`src/rtl/sram_controller.sv`:
```
// Memory-mapped sequencer for a 256Kx16 async SRAM: the CPU loads ADDR/DATA and writes GO,
// then one registered SETUP/ACCESS/HOLD cycle runs on the SRAM pins while busy is reported.
module sram_controller #(
    parameter int WAIT_CYCLES = 1,
    parameter int ADDR_W      = 18
) (
    input  logic              clk,
    input  logic              reset,
    input  logic [15:0]       in,
    input  logic              loadAddr,
    input  logic              loadData,
    input  logic              loadGo,
    output logic [15:0]       outAddr,
    output logic [15:0]       outData,
    output logic [15:0]       outStatus,
    output logic [ADDR_W-1:0] sram_addr,
    input  logic [15:0]       sram_dq_in,
    output logic [15:0]       sram_dq_out,
    output logic              sram_dq_oe,
    output logic              sram_ce_n,
    output logic              sram_oe_n,
    output logic              sram_we_n,
    output logic              sram_ub_n,
    output logic              sram_lb_n
);

    typedef enum logic [1:0] {IDLE, SETUP, ACCESS, HOLD} state_t;
    localparam int CNT_W = $clog2(WAIT_CYCLES + 1);

    state_t            state_q, state_d;
    logic [CNT_W-1:0]  cnt_q, cnt_d;
    logic [ADDR_W-1:0] addr_q, addr_d, pin_addr_q, pin_addr_d;
    logic [15:0]       data_q, data_d, dq_out_q, dq_out_d;
    logic              op_q, op_d, inc_q, inc_d;
    logic              busy_q, busy_d, done_q, done_d, ovr_q, ovr_d;
    logic              ce_n_q, ce_n_d, oe_n_q, oe_n_d, we_n_q, we_n_d;
    logic              ub_n_q, ub_n_d, lb_n_q, lb_n_d, dq_oe_q, dq_oe_d;

    always_ff @(posedge clk) begin
        if (!reset) begin
            state_q    <= IDLE;
            cnt_q      <= '0;
            addr_q     <= '0;
            pin_addr_q <= '0;
            data_q     <= '0;
            dq_out_q   <= '0;
            op_q       <= 1'b0;
            inc_q      <= 1'b0;
            busy_q     <= 1'b0;
            done_q     <= 1'b0;
            ovr_q      <= 1'b0;
            ce_n_q     <= 1'b1;
            oe_n_q     <= 1'b1;
            we_n_q     <= 1'b1;
            ub_n_q     <= 1'b1;
            lb_n_q     <= 1'b1;
            dq_oe_q    <= 1'b0;
        end else begin
            state_q    <= state_d;
            cnt_q      <= cnt_d;
            addr_q     <= addr_d;
            pin_addr_q <= pin_addr_d;
            data_q     <= data_d;
            dq_out_q   <= dq_out_d;
            op_q       <= op_d;
            inc_q      <= inc_d;
            busy_q     <= busy_d;
            done_q     <= done_d;
            ovr_q      <= ovr_d;
            ce_n_q     <= ce_n_d;
            oe_n_q     <= oe_n_d;
            we_n_q     <= we_n_d;
            ub_n_q     <= ub_n_d;
            lb_n_q     <= lb_n_d;
            dq_oe_q    <= dq_oe_d;
        end
    end

    always_comb begin
        state_d    = state_q;
        cnt_d      = cnt_q;
        addr_d     = addr_q;
        pin_addr_d = pin_addr_q;
        data_d     = data_q;
        dq_out_d   = dq_out_q;
        op_d       = op_q;
        inc_d      = inc_q;
        busy_d     = busy_q;
        done_d     = done_q;
        ovr_d      = ovr_q;
        ce_n_d     = ce_n_q;
        oe_n_d     = oe_n_q;
        we_n_d     = we_n_q;
        ub_n_d     = ub_n_q;
        lb_n_d     = lb_n_q;
        dq_oe_d    = dq_oe_q;

        // Operands are only writable while idle so an in-flight transaction stays frozen.
        if (state_q == IDLE) begin
            if (loadAddr) addr_d[15:0] = in;
            if (loadData) data_d = in;
        end else if (loadGo) begin
            ovr_d = 1'b1;
        end

        unique case (state_q)
            IDLE: begin
                if (loadGo) begin
                    op_d        = in[0];
                    inc_d       = in[1];
                    addr_d[17:16] = in[3:2];
                    pin_addr_d  = {in[3:2], addr_q[15:0]};
                    busy_d      = 1'b1;
                    done_d      = 1'b0;
                    ovr_d       = 1'b0;
                    ce_n_d      = 1'b0;
                    ub_n_d      = in[0] ? 1'b0 : in[4];
                    lb_n_d      = in[0] ? 1'b0 : in[5];
                    dq_oe_d     = ~in[0];
                    dq_out_d    = data_q;
                    state_d     = SETUP;
                end
            end
            SETUP: begin
                cnt_d   = CNT_W'(WAIT_CYCLES - 1);
                oe_n_d  = ~op_q;
                we_n_d  = op_q;
                state_d = ACCESS;
            end
            ACCESS: begin
                if (cnt_q == '0) begin
                    oe_n_d  = 1'b1;
                    we_n_d  = 1'b1;
                    if (op_q) data_d = sram_dq_in;
                    state_d = HOLD;
                end else begin
                    cnt_d = cnt_q - 1'b1;
                end
            end
            HOLD: begin
                busy_d  = 1'b0;
                done_d  = 1'b1;
                ce_n_d  = 1'b1;
                ub_n_d  = 1'b1;
                lb_n_d  = 1'b1;
                dq_oe_d = 1'b0;
                if (inc_q) addr_d = addr_q + ADDR_W'(1);
                state_d = IDLE;
            end
            default: state_d = IDLE;
        endcase
    end

    assign outAddr     = addr_q[15:0];
    assign outData     = data_q;
    assign outStatus   = {busy_q, done_q, ovr_q, 11'b0, addr_q[17:16]};
    assign sram_addr   = pin_addr_q;
    assign sram_dq_out = dq_out_q;
    assign sram_dq_oe  = dq_oe_q;
    assign sram_ce_n   = ce_n_q;
    assign sram_oe_n   = oe_n_q;
    assign sram_we_n   = we_n_q;
    assign sram_ub_n   = ub_n_q;
    assign sram_lb_n   = lb_n_q;

endmodule
```
`config.mk`:
```
export PLATFORM = sky130hd
export DESIGN_NAME = sram_controller
export DESIGN_NICKNAME = d
export VERILOG_FILES = /design/src/rtl/sram_controller.sv
export SDC_FILE = /design/constraint.sdc
export NUM_CORES = 1
export LEC_CHECK = 0
export BUFFER_PORTS_ARGS = -buffer_cell sky130_fd_sc_hd__buf_2
export CAP_MARGIN = 20
export CORE_MARGIN = 2
export CORE_UTILIZATION = 56
export CTS_BUF_LIST = sky130_fd_sc_hd__clkbuf_8
export DETAILED_ROUTE_END_ITERATION = 10
export PLACE_DENSITY_LB_ADDON = 0.15
export SYNTH_ARGS = -nofsm -noshare
export SYNTH_HDL_FRONTEND = slang
export SYNTH_SLANG_ARGS = --single-unit
```
`constraint.sdc`:
```
create_clock -name clk -period 3.33 [get_ports clk]
set_input_delay 0.333 -clock clk [delete_from_list [all_inputs] [get_ports clk]]
set_output_delay 0.333 -clock clk [all_outputs]
set_load 0.02 [all_outputs]
```
==> out/metrics.yaml <==
dp_hpwl_microns: 6897
ant_nets: 0
slew_violations: 0
synthMuxAreaShare_pct: 0.5836
cts_buffers: 9
gp_congestion: 0.8706
syn2layout_area_growth_pct: 18.47
rsz0062_at_grt: "false"
yosys-top-cells-count: "108 x nand2_1, 81 x dfxtp_1, 53 x a21oi_1"
yosys.area_share.adder_pct: 1.716
fin_tns_setup_ns: 0
vias: 3692
power_leakage_nw: 1.851
hold_class: "primary input to register"
antenna_found_initial: 0
rr_worst_depth: 5
grt_max_degree: 46
diodes: 0
finalPower_mw: 3.038
cts.sinks: 81
fp.coreArea_sq_um: 6314
fillers: 543
worstPathCellList: "ha_1 > and2_1 > nor2_1 > a22o_1 > o31a_1"
pin_count: 125
nets: 597
numPortBuffers: 113
overflow: 0
crit_slowest_cell: "and2_1"
p_per_area_nw_per_um2: 703.5
status: "complete, no violations"
finalSetupViolations: 0
synthFlopType: "dfxtp_1"
cts.hold.buffers_added: 0
fp.dieH_microns: 84.68
chipWidth_microns: 84.68
cp-start-kind: "register"
grt_pass1_vias: 3240
synth_top_family_by_area: "simple AND/OR/NAND/NOR gates"
ys_top_cells_by_area: "dfxtp_1 44%, nand2_1 11%, a21oi_1 7.3%"
synth_top_area_share_pct: 44.49
worst-path-buf-inv: 0
worst_slew_pin_slew_ns: 0.9985
timing.rr.start: "state_q[1]"
ys_ff_latch: 81
cp.required_ns: 3.57
irDropWorstVdd_mv: 0.3852
post_cts_buffers: 0
holdPathEnd: "outData[8]"
synthesis.area_sq_um: 3645
yosysSeqAreaShare_pct: 44.49
htreeDepth: 3
end_kind: "register"
grt_util_all_layers_pct: 26.91
synth_most_common_cell: "nand2_1"
critical_path_class: "register to register"
wl_per_cell_microns: 15.32
cts_tree: "done"
slowest_delay_ns: 0.53
min-delay-start: "sram_dq_in[8]"
fin_util_pct: 68.39
synth_area_per_cell_sq_um: 7.872
syn_inst: 463
hold_viol_final: 0
fp-row-count: 29
routed_wl_microns: 9758
remaining_drc_errors: 0
dpl_cell_area_sq_um: 4115
drive_gt1_share_pct: 25.00
initial_utilization_pct: 57.73
synth.largest_area_cell: "dfxtp_1"
synth_cell_types: 51
pre_cts_slack_ns: 1.100
yosys.area_share.simple_pct: 26.09
cp_max_fo: 14
drt-initial-drc-count: 288
fp.dieArea_sq_um: 7170
cts.path.max_buffers: 2
cts_resized: 0
fin_worst_skew_ns: 0.009747
clock.fmax_ghz: 0.4313
ys_warn_count: 0
arrival_ns: 2.56
viasPerCell: 5.796
relSlewSlack_pct: 33.28
synth_edf_count: 0
r2r_end: "addr_q[9]"
period_needed_ns: 2.319
clk_latency_ns: 0.35
root_buffer: "clkbuf_8"
synth_xor_area_share_pct: 0.2403
synth_compound_area_share_pct: 19.16
async_flop_share_pct: 0
finalCritPeriodShare_pct: 69.62
fin_ws_ns: 1.012
grt_first_pass_wirelength_microns: 15600
cpLargestDelayFamily: "simple AND/OR/NAND/NOR gates"
rrSetupSlack_ns: 1.01
max_cap_violations: 0
clk_pin_slew_ns: 0.09
drt-pass1-iter-count: 5
whs_path_depth: 3
final_cell_area_sq_um: 4318
-- state kept, by name, indices dropped and copies added (netlist names), named ones only --
signal and count:
sram_addr 18, inc_q 1, done_q 1, sram_dq_out 16
outData 16, busy_q 1, addr_q 18, state_q 2
sram_ce_n 1, sram_oe_n 1, sram_lb_n 1, sram_ub_n 1
sram_we_n 1, op_q 1, sram_dq_oe 1
-- through the flow --
step,hold slack [ns],std cells
2_1_floorplan,0.4465,473
3_3_place_gp,0.4389,621
3_5_place_dp,0.4432,621
4_1_cts,0.2539,637
5_1_grt,0.2513,637
6_report,0.2595,637
-- layer usage --
layer	share of wire (%)	global-route usage, %
met4	1.5	9.380
met5	0	0
met1	44	37.24
met3	7.8	4.818
met2	47	42.45
-- placed cells by master (no fill, tap or decap), types with 3 or more instances in the layout --
| cell | netlist | routed |
|---|---|---|
| a211oi_1 | 3 | 3 |
| a21oi_1 | 53 | 53 |
| dfxtp_1 | 81 | 81 |
| nor3_1 | 9 | 9 |
| buf_4 | 16 | 4 |
| clkbuf_8 | 0 | 10 |
| nor2_1 | 32 | 32 |
| a311oi_1 | 19 | 19 |
| nand3_1 | 27 | 27 |
| and2_1 | 4 | 4 |
| o21ai_0 | 17 | 17 |
| conb_1 | 1 | 11 |
| ha_1 | 5 | 5 |
| a31oi_1 | 4 | 4 |
| or3_1 | 4 | 4 |
| nand4_1 | 4 | 4 |
| o211ai_1 | 3 | 3 |
| and3_1 | 5 | 5 |
| nor2b_1 | 3 | 3 |
| nand2_1 | 108 | 108 |
| inv_1 | 4 | 4 |
| buf_2 | 9 | 113 |
-- worst reg2reg max path: stages (launching register included) --
cell	delay, ns
dfxtp_1	0.40
ha_1	0.43
and2_1	0.53
nor2_1	0.32
a22o_1	0.30
o31a_1	0.23
-- cells by family (layout without fill, tap and decap cells) --
logic type / after synthesis / in the layout
AND/OR/NAND/NOR: 210 / 210
AO/OA/AOI/OAI: 112 / 112
flip-flops: 81 / 81
buffers and inverters: 51 / 138
adder cells (fa/ha/maj): 5 / 5
multiplexers: 2 / 2
other: 1 / 11
XOR/XNOR: 1 / 1
-- how the worst max path moves through the flow --
| stage | end | startpoint | cells past startpoint |
|---|---|---|---|
| 3_3_place_gp | addr_q[9] | state_q[1] | 5 |
| 2_1_floorplan | addr_q[10] | addr_q[0] | 6 |
| 3_5_place_dp | addr_q[9] | state_q[1] | 5 |
| 5_1_grt | addr_q[9] | state_q[1] | 5 |
| 4_1_cts | addr_q[9] | state_q[1] | 5 |
| 6_report | addr_q[9] | state_q[1] | 5 |
-- layout make-up --
| type | instances | area (sq um) | share of cell area (%) |
|---|---|---|---|
| Inverter | 5 | 18.77 | 0.4347 |
| Timing Repair Buffer | 117 | 595.6 | 13.79 |
| Tap cell | 77 | 96.34 | 2.231 |
| Multi-Input combinational cell | 341 | 1783 | 41.29 |
| Clock buffer | 10 | 137.6 | 3.187 |
| Clock inverter | 6 | 65.06 | 1.507 |
| Sequential cell | 81 | 1622 | 37.55 |
-- power breakdown --
group	leakage, nW	internal [mW]	switching (mW)
Combinational	1.09	0.337	0.696
Sequential	0.661	1.13	0.141
Clock	0.103	0.368	0.366
Total	1.85	1.83	1.20
(Power assumes the default switching activity.)
